### config.mk
export PLATFORM = sky130hd
export DESIGN_NAME = main_store_read_unit
export DESIGN_NICKNAME = d
export VERILOG_FILES = /design/src/rtl/main_store_pkg.sv /design/src/rtl/main_store_beat_counter.sv /design/src/rtl/main_store_read_unit.sv
export SDC_FILE = /design/constraint.sdc
export NUM_CORES = 1
export LEC_CHECK = 0
export CAP_MARGIN = 20
export CELL_PAD_IN_SITES_DETAIL_PLACEMENT = 2
export CELL_PAD_IN_SITES_GLOBAL_PLACEMENT = 2
export CORE_UTILIZATION = 27
export CTS_BUF_LIST = sky130_fd_sc_hd__clkbuf_2 sky130_fd_sc_hd__clkbuf_4 sky130_fd_sc_hd__clkbuf_8
export CTS_CLUSTER_SIZE = 12
export DETAILED_ROUTE_END_ITERATION = 10
export PLACE_DENSITY = 0.86
export SYNTH_ARGS = -nofsm -noshare
export SYNTH_HDL_FRONTEND = slang
export SYNTH_SLANG_ARGS = --single-unit
### constraint.sdc
create_clock -name w_CLK -period 2.05 [get_ports w_CLK]
set_clock_uncertainty 0.05 [all_clocks]
set_input_delay 0.3075 -clock w_CLK [delete_from_list [all_inputs] [get_ports w_CLK]]
set_output_delay 0.3075 -clock w_CLK [all_outputs]
set_load 0.02 [all_outputs]
### src/rtl/main_store_pkg.sv
// main_store_pkg
// Shared definitions for the main store serial units (read unit now, write
// unit later): beat FSM state encoding, default geometry, beat length and
// the width of the bit-slot / flyback index.
package main_store_pkg;

  typedef enum logic [1:0] {
    ST_IDLE    = 2'd0,
    ST_FETCH   = 2'd1,
    ST_SHIFT   = 2'd2,
    ST_FLYBACK = 2'd3
  } mru_state_e;

  localparam int MRU_INSTR_BITS   = 20;
  localparam int MRU_FLYBACK_TIME = 4;
  localparam int MRU_ADDR_BITS    = 5;

  // One beat: 1 fetch cycle + INSTR_BITS data slots + (FLYBACK_TIME-1) flyback.
  localparam int BEAT_LEN = MRU_INSTR_BITS + MRU_FLYBACK_TIME;
  localparam int IDX_W    = $clog2(BEAT_LEN) + 1;

  // Index width for a non-default geometry.
  function automatic int beat_idx_w(input int n, input int f);
    return $clog2(n + f) + 1;
  endfunction

endpackage

### src/rtl/main_store_beat_counter.sv
// main_store_beat_counter
// Bit-slot index and flyback cycle counter for one serial beat.
// Ports:
//   clk_i          clock, rising edge
//   rst_ni         asynchronous active-low reset
//   state_i        current beat FSM state (main_store_pkg::mru_state_e encoding)
//   bit_sel_o      bit slot being sent this SHIFT cycle
//   idx_last_o     current SHIFT cycle sends the last bit (INSTR_BITS-1)
//   fly_last_o     current FLYBACK cycle is the last one
//   fly_last_nxt_o the next cycle would be the last FLYBACK cycle, if in FLYBACK
module main_store_beat_counter
  import main_store_pkg::*;
#(
  parameter int INSTR_BITS   = MRU_INSTR_BITS,
  parameter int FLYBACK_TIME = MRU_FLYBACK_TIME
) (
  input  logic                          clk_i,
  input  logic                          rst_ni,
  input  logic [1:0]                    state_i,
  output logic [$clog2(INSTR_BITS)-1:0] bit_sel_o,
  output logic                          idx_last_o,
  output logic                          fly_last_o,
  output logic                          fly_last_nxt_o
);

  localparam int CNT_W = beat_idx_w(INSTR_BITS, FLYBACK_TIME);
  localparam int BIT_W = $clog2(INSTR_BITS);
  localparam logic [CNT_W-1:0] IDX_LAST = CNT_W'(INSTR_BITS - 1);
  localparam logic [CNT_W-1:0] FLY_LAST = CNT_W'(FLYBACK_TIME - 2);

  logic [CNT_W-1:0] idx_q, idx_d;
  logic [CNT_W-1:0] fly_q, fly_d;

  always_comb begin
    idx_d = idx_q;
    fly_d = fly_q;
    case (state_i)
      ST_FETCH: idx_d = '0;             // index only wraps on entry to SHIFT
      ST_SHIFT: begin
        idx_d = idx_q + 1'b1;
        fly_d = '0;                     // first FLYBACK cycle counts as 0
      end
      ST_FLYBACK: begin
        if (fly_q != FLY_LAST) begin
          fly_d = fly_q + 1'b1;
        end
      end
      default: ;
    endcase
  end

  always_ff @(posedge clk_i or negedge rst_ni) begin
    if (!rst_ni) begin
      idx_q <= '0;
      fly_q <= '0;
    end else begin
      idx_q <= idx_d;
      fly_q <= fly_d;
    end
  end

  assign bit_sel_o      = idx_q[BIT_W-1:0];
  assign idx_last_o     = (idx_q == IDX_LAST);
  assign fly_last_o     = (fly_q == FLY_LAST);
  assign fly_last_nxt_o = (fly_d == FLY_LAST);

endmodule

### src/rtl/main_store_read_unit.sv
// main_store_read_unit
// Fetches one addressed main store line and shifts it out LSB-first on the
// serial bus feeding the accumulator. A beat is INSTR_BITS+FLYBACK_TIME
// cycles: 1 fetch, INSTR_BITS data slots, FLYBACK_TIME-1 flyback, so bit i
// lands in the same slot the accumulator counters use for bit i.
// Ports:
//   w_CLK          clock, rising edge
//   w_RST_N        asynchronous active-low reset
//   w_XTB          beat-start strobe
//   w_READ_EN      beat starts only if high together with w_XTB
//   b_LINE_ADDR    line to read, sampled when a beat is accepted
//   b_STORE_DATA   store word at b_STORE_ADDR (combinational store read)
//   b_STORE_ADDR   registered line address to the store
//   w_M_DATA_OUT   serial data bit
//   w_M_DATA_VALID high while w_M_DATA_OUT carries a data bit
//   w_BEAT_DONE    one-cycle pulse during the last flyback cycle
// Configuration:
//   MRU_LINE_LATCH_EN  defined: the line is snapshotted when the fetch
//                      completes and shifted from the snapshot, so store
//                      writes during the beat do not affect it. Undefined:
//                      each bit is read live from b_STORE_DATA.
module main_store_read_unit
  import main_store_pkg::*;
#(
  parameter int INSTR_BITS   = MRU_INSTR_BITS,
  parameter int FLYBACK_TIME = MRU_FLYBACK_TIME,
  parameter int ADDR_BITS    = MRU_ADDR_BITS
) (
  input  logic                  w_CLK,
  input  logic                  w_RST_N,
  input  logic                  w_XTB,
  input  logic                  w_READ_EN,
  input  logic [ADDR_BITS-1:0]  b_LINE_ADDR,
  input  logic [INSTR_BITS-1:0] b_STORE_DATA,
  output logic [ADDR_BITS-1:0]  b_STORE_ADDR,
  output logic                  w_M_DATA_OUT,
  output logic                  w_M_DATA_VALID,
  output logic                  w_BEAT_DONE
);

  localparam int BIT_W = $clog2(INSTR_BITS);

  mru_state_e           state_q, state_d;
  logic [ADDR_BITS-1:0] addr_q, addr_d;
  logic                 data_q, data_d;
  logic                 vld_q, vld_d;
  logic                 done_q, done_d;

  logic [BIT_W-1:0]     bit_sel;
  logic                 idx_last;
  logic                 fly_last;
  logic                 fly_last_nxt;
  logic                 cur_bit;
  logic                 accept;

  main_store_beat_counter #(
    .INSTR_BITS   (INSTR_BITS),
    .FLYBACK_TIME (FLYBACK_TIME)
  ) u_beat_counter (
    .clk_i          (w_CLK),
    .rst_ni         (w_RST_N),
    .state_i        (state_q),
    .bit_sel_o      (bit_sel),
    .idx_last_o     (idx_last),
    .fly_last_o     (fly_last),
    .fly_last_nxt_o (fly_last_nxt)
  );

  assign accept = w_XTB & w_READ_EN;

`ifdef MRU_LINE_LATCH_EN
  logic [INSTR_BITS-1:0] snap_q, snap_d;
  logic                  unused_bit_sel;

  assign unused_bit_sel = ^bit_sel;

  always_comb begin
    snap_d = snap_q;
    if (state_q == ST_FETCH) begin
      snap_d = b_STORE_DATA;            // store address is already stable here
    end else if (state_q == ST_SHIFT) begin
      snap_d = snap_q >> 1;
    end
  end

  always_ff @(posedge w_CLK or negedge w_RST_N) begin
    if (!w_RST_N) begin
      snap_q <= '0;
    end else begin
      snap_q <= snap_d;
    end
  end

  assign cur_bit = snap_q[0];
`else
  assign cur_bit = b_STORE_DATA[bit_sel];
`endif

  always_comb begin
    state_d = state_q;
    addr_d  = addr_q;
    data_d  = 1'b0;
    vld_d   = 1'b0;
    case (state_q)
      ST_IDLE: begin
        if (accept) begin
          state_d = ST_FETCH;
          addr_d  = b_LINE_ADDR;
        end
      end
      ST_FETCH: state_d = ST_SHIFT;
      ST_SHIFT: begin
        data_d = cur_bit;
        vld_d  = 1'b1;
        if (idx_last) begin
          state_d = ST_FLYBACK;
        end
      end
      ST_FLYBACK: begin
        // Last flyback cycle doubles as the accept slot for the next beat,
        // giving back-to-back beats with no gap.
        if (fly_last) begin
          if (accept) begin
            state_d = ST_FETCH;
            addr_d  = b_LINE_ADDR;
          end else begin
            state_d = ST_IDLE;
          end
        end
      end
      default: state_d = ST_IDLE;
    endcase
    done_d = (state_d == ST_FLYBACK) && fly_last_nxt;
  end

  always_ff @(posedge w_CLK or negedge w_RST_N) begin
    if (!w_RST_N) begin
      state_q <= ST_IDLE;
      addr_q  <= '0;
      data_q  <= 1'b0;
      vld_q   <= 1'b0;
      done_q  <= 1'b0;
    end else begin
      state_q <= state_d;
      addr_q  <= addr_d;
      data_q  <= data_d;
      vld_q   <= vld_d;
      done_q  <= done_d;
    end
  end

  assign b_STORE_ADDR   = addr_q;
  assign w_M_DATA_OUT   = data_q;
  assign w_M_DATA_VALID = vld_q;
  assign w_BEAT_DONE    = done_q;

endmodule

==> results.py <==
metrics = {
    "routing": {
        "m1WireLength_mm": 1.59,
        "vias": 1190,
        "wl_met2_mm": 2.32,
        "first_pass_iters": 3,
        "drcViolationCount": 0,
        "viasPerCell": 4.80,
        "drt_iter0_markers": 30,
        "final_antenna_net_count": 0,
        "routed-wl-met3_um": 115,
        "routedWlPerCell_um": 16.4,
        "drt_wl_total_mm": 4.07,
        "routed.top_layer": "met4",
    },
    "clock_tree": {
        "cts_num_sinks": 22,
        "clk_pin_slew_ps": 80,
        "cts-buffers-inserted": 3,
        "postCtsHoldBufs": 0,
        "cts_tree": "done",
        "clk_latency_ps": 270,
        "clockBufferDepth": 2,
        "ctsHtreeMaxLevel": 1,
        "cts_root_buffer": "clkbuf_8",
    },
    "sta": {
        "drv_slew": 0,
        "fin_crit_ps": 2080,
        "setup_viol": 1,
        "hold_viol": 0,
        "fin_ws_ps": -25.3,
        "slew-limit-headroom_pct": 72.1,
        "max_freq_mhz": 482,
        "rsz0062_at_grt": "yes",
        "period_share_pct": 101,
        "whs_ps": 346,
        "tightestPinTransition_ps": 419,
    },
    "worst_setup_path": {
        "crit_path_end_kind": "register",
        "crit_type": "reg -> reg",
        "crit_arrival_ps": 2200,
        "path_max_fanout": 3,
        "cp-start-kind": "register",
        "critPathRequiredTime_ps": 2180,
    },
    "power": {
        "swShare_pct": 39.1,
        "pwr-share-seq_pct": 29.6,
        "clock_power_share_pct": 13.8,
        "switchingPower_uw": 923,
        "p_int_uw": 1440,
        "combPwrFrac_pct": 56.6,
        "p_leak_uw": 0.000855,
        "power.density_mw_per_mm2": 1180,
        "power.total_uw": 2360,
        "max-vdd-ir-drop_v": 0.000374,
    },
    "yosys": {
        "syn_area_sq_mm": 0.00135,
        "synth.most_common_cell": "dfrtp_1",
        "synth_common_cells": "dfrtp_1, nand2_1, o21ai_0",
        "syn-num-nets": 164,
        "ys_ff_latch": 22,
        "synth_largest_area_cell": "dfrtp_1",
        "syn_inst": 129,
        "synthDistinctLibCells": 37,
        "synth_area_leaders": "dfrtp_1, mux4_2, ha_1, nand2_1, mux2_2",
        "ys_seq_area_share_pct": 40.9,
        "syn_avg_cell_area_sq_um": 10.4,
        "synth_edf_count": 0,
        "synthArstFlopShare_pct": 100,
        "synth_top_area_share_pct": 40.9,
        "synth_top_flop_cell": "dfrtp_1",
        "yosys_warnings": 0,
    },
    "floorplanning": {
        "start_util_pct": 28.3,
        "ios": 37,
        "die_y_um": 72.6,
        "std_cell_rows": 25,
        "core_region_area_sq_mm": 0.00475,
        "chipWidth_um": 72.6,
        "die-area_sq_mm": 0.00528,
    },
    "global_route": {
        "antenna_found_initial": 0,
        "gr-usage-all-layers_pct": 16.8,
        "grt_pass1_wl_mm": 6.79,
        "grt_max_degree": 23,
        "overflow": 0,
        "grt_pass1_vias": 1430,
    },
    "placed_design": {
        "port_buffers": 36,
        "dp_hpwl_mm": 3.23,
        "gp_congestion": 0.733,
    },
    "final_layout": {
        "fillers": 514,
        "multiInputGateArea_sq_um": 801,
        "area_delta_synth_final_pct": 49.0,
        "final-seq-area_sq_um": 551,
        "drive_gt1_share_pct": 23.8,
        "layout.nets": 217,
        "diodes": 0,
    },
    "worst_hold_path": {
        "hp-class": "in -> async",
    },
    "status": {
        "violations": "setup timing",
        "status": "finished with violations",
    },
    "flow_run": {
        "drv_cap": 0,
    },
}
==> sequential cells by signal (all words and copies together), names as in the netlist <==
register / cells
u_beat_counter.idx_q: 6
state_q: 2
u_beat_counter.fly_q: 6
w_BEAT_DONE: 1
b_STORE_ADDR: 5
w_M_DATA_VALID: 1
w_M_DATA_OUT: 1
==> kinds of logic after synthesis <==
| family | share of synthesized area [%] |
|---|---|
| AOI/OAI and AO/OA | 13.0 |
| xor gates and xnor gates | 2.60 |
| adders and majority gates | 5.57 |
| buffers and inverters | 3.71 |
| DFF | 40.9 |
| muxes | 14.8 |
| and+or+nand+nor | 19.5 |
==> cells in the final DEF, fill, tap and decap left out, drive strengths merged, types with 3 or more instances in the layout <==
master         Yosys  layout
a21oi              5       5
buf                1      16
clkbuf             3       4
clkdlybuf4s50      0      36
dfrtp             22      22
ha                 6       6
inv                9       9
mux2               5       5
mux2i              3       3
mux4               5       5
nand2             17      17
nand3              6       6
nor2               8       8
o21ai             11      11
xor2               3       3
==> stage by stage <==
step / cell area, sq um / std cells / setup slack [ps] / util, % / setup TNS (ps)
after floorplan: 1350 / 129 / 12.6 / - / 0
after global placement: 1890 / 243 / -12.9 / 39.7 / -12.9
after detailed placement: 1890 / 243 / -74.0 / 39.7 / -74.0
after CTS: 1950 / 247 / -38.1 / 41.0 / -38.1
after global routing: 2010 / 248 / -107 / 42.2 / -292
final: 2010 / 248 / -25.3 / 42.2 / -25.3
==> critical path: stages (launching register included) <==
cell	delay, ps
dfrtp_1	410
buf_4	150
ha_1	230
xor2_1	150
a32o_2	280
or4b_4	500
nor4b_4	220
==> layer usage <==
metal,GRT usage [%],vias up
li1,-,567
met1,17.9,593
met2,34.0,26
met3,2.07,4
met4,4.58,0
met5,0,-
==> power groups by stage <==
stage	clock network (uW)	logic (uW)	registers [uW]
after floorplan	0	636	744
after global placement	0	1170	686
after detailed placement	0	1240	699
after CTS	330	1260	696
after global routing	343	1450	726
final	325	1340	700
==> timing repair <==
item | CTS | global route
gates cloned | 0 | 0
resized for setup | 3 | 11
setup endpoints to repair | 6 | 6
pin swaps | 1 | 1
buffers inserted | 0 | 1
==> final cells by class <==
| class | instances | area share, % |
|---|---|---|
| clock buffer | 4 | 2.74 |
| inverter | 9 | 1.68 |
| multi-input combinational | 94 | 39.9 |
| sequential | 22 | 27.4 |
| tap | 67 | 4.17 |
| timing repair buffer | 52 | 24.1 |
==> worst paths after layout <==
check,start,endpoint,slack [ps],cells past startpoint
max,u_beat_counter.fly_q[0],w_BEAT_DONE,-30,6
min,w_RST_N,u_beat_counter.fly_q[3],350,2
max reg2reg,u_beat_counter.fly_q[0],w_BEAT_DONE,-30,6
min reg2reg,b_STORE_ADDR[0],b_STORE_ADDR[0],470,1
max in group asynchronous,w_RST_N,b_STORE_ADDR[4],1370,2
min in group w_CLK,b_STORE_ADDR[0],b_STORE_ADDR[0],470,1
Note: power is estimated with default switching activity, not from simulation.
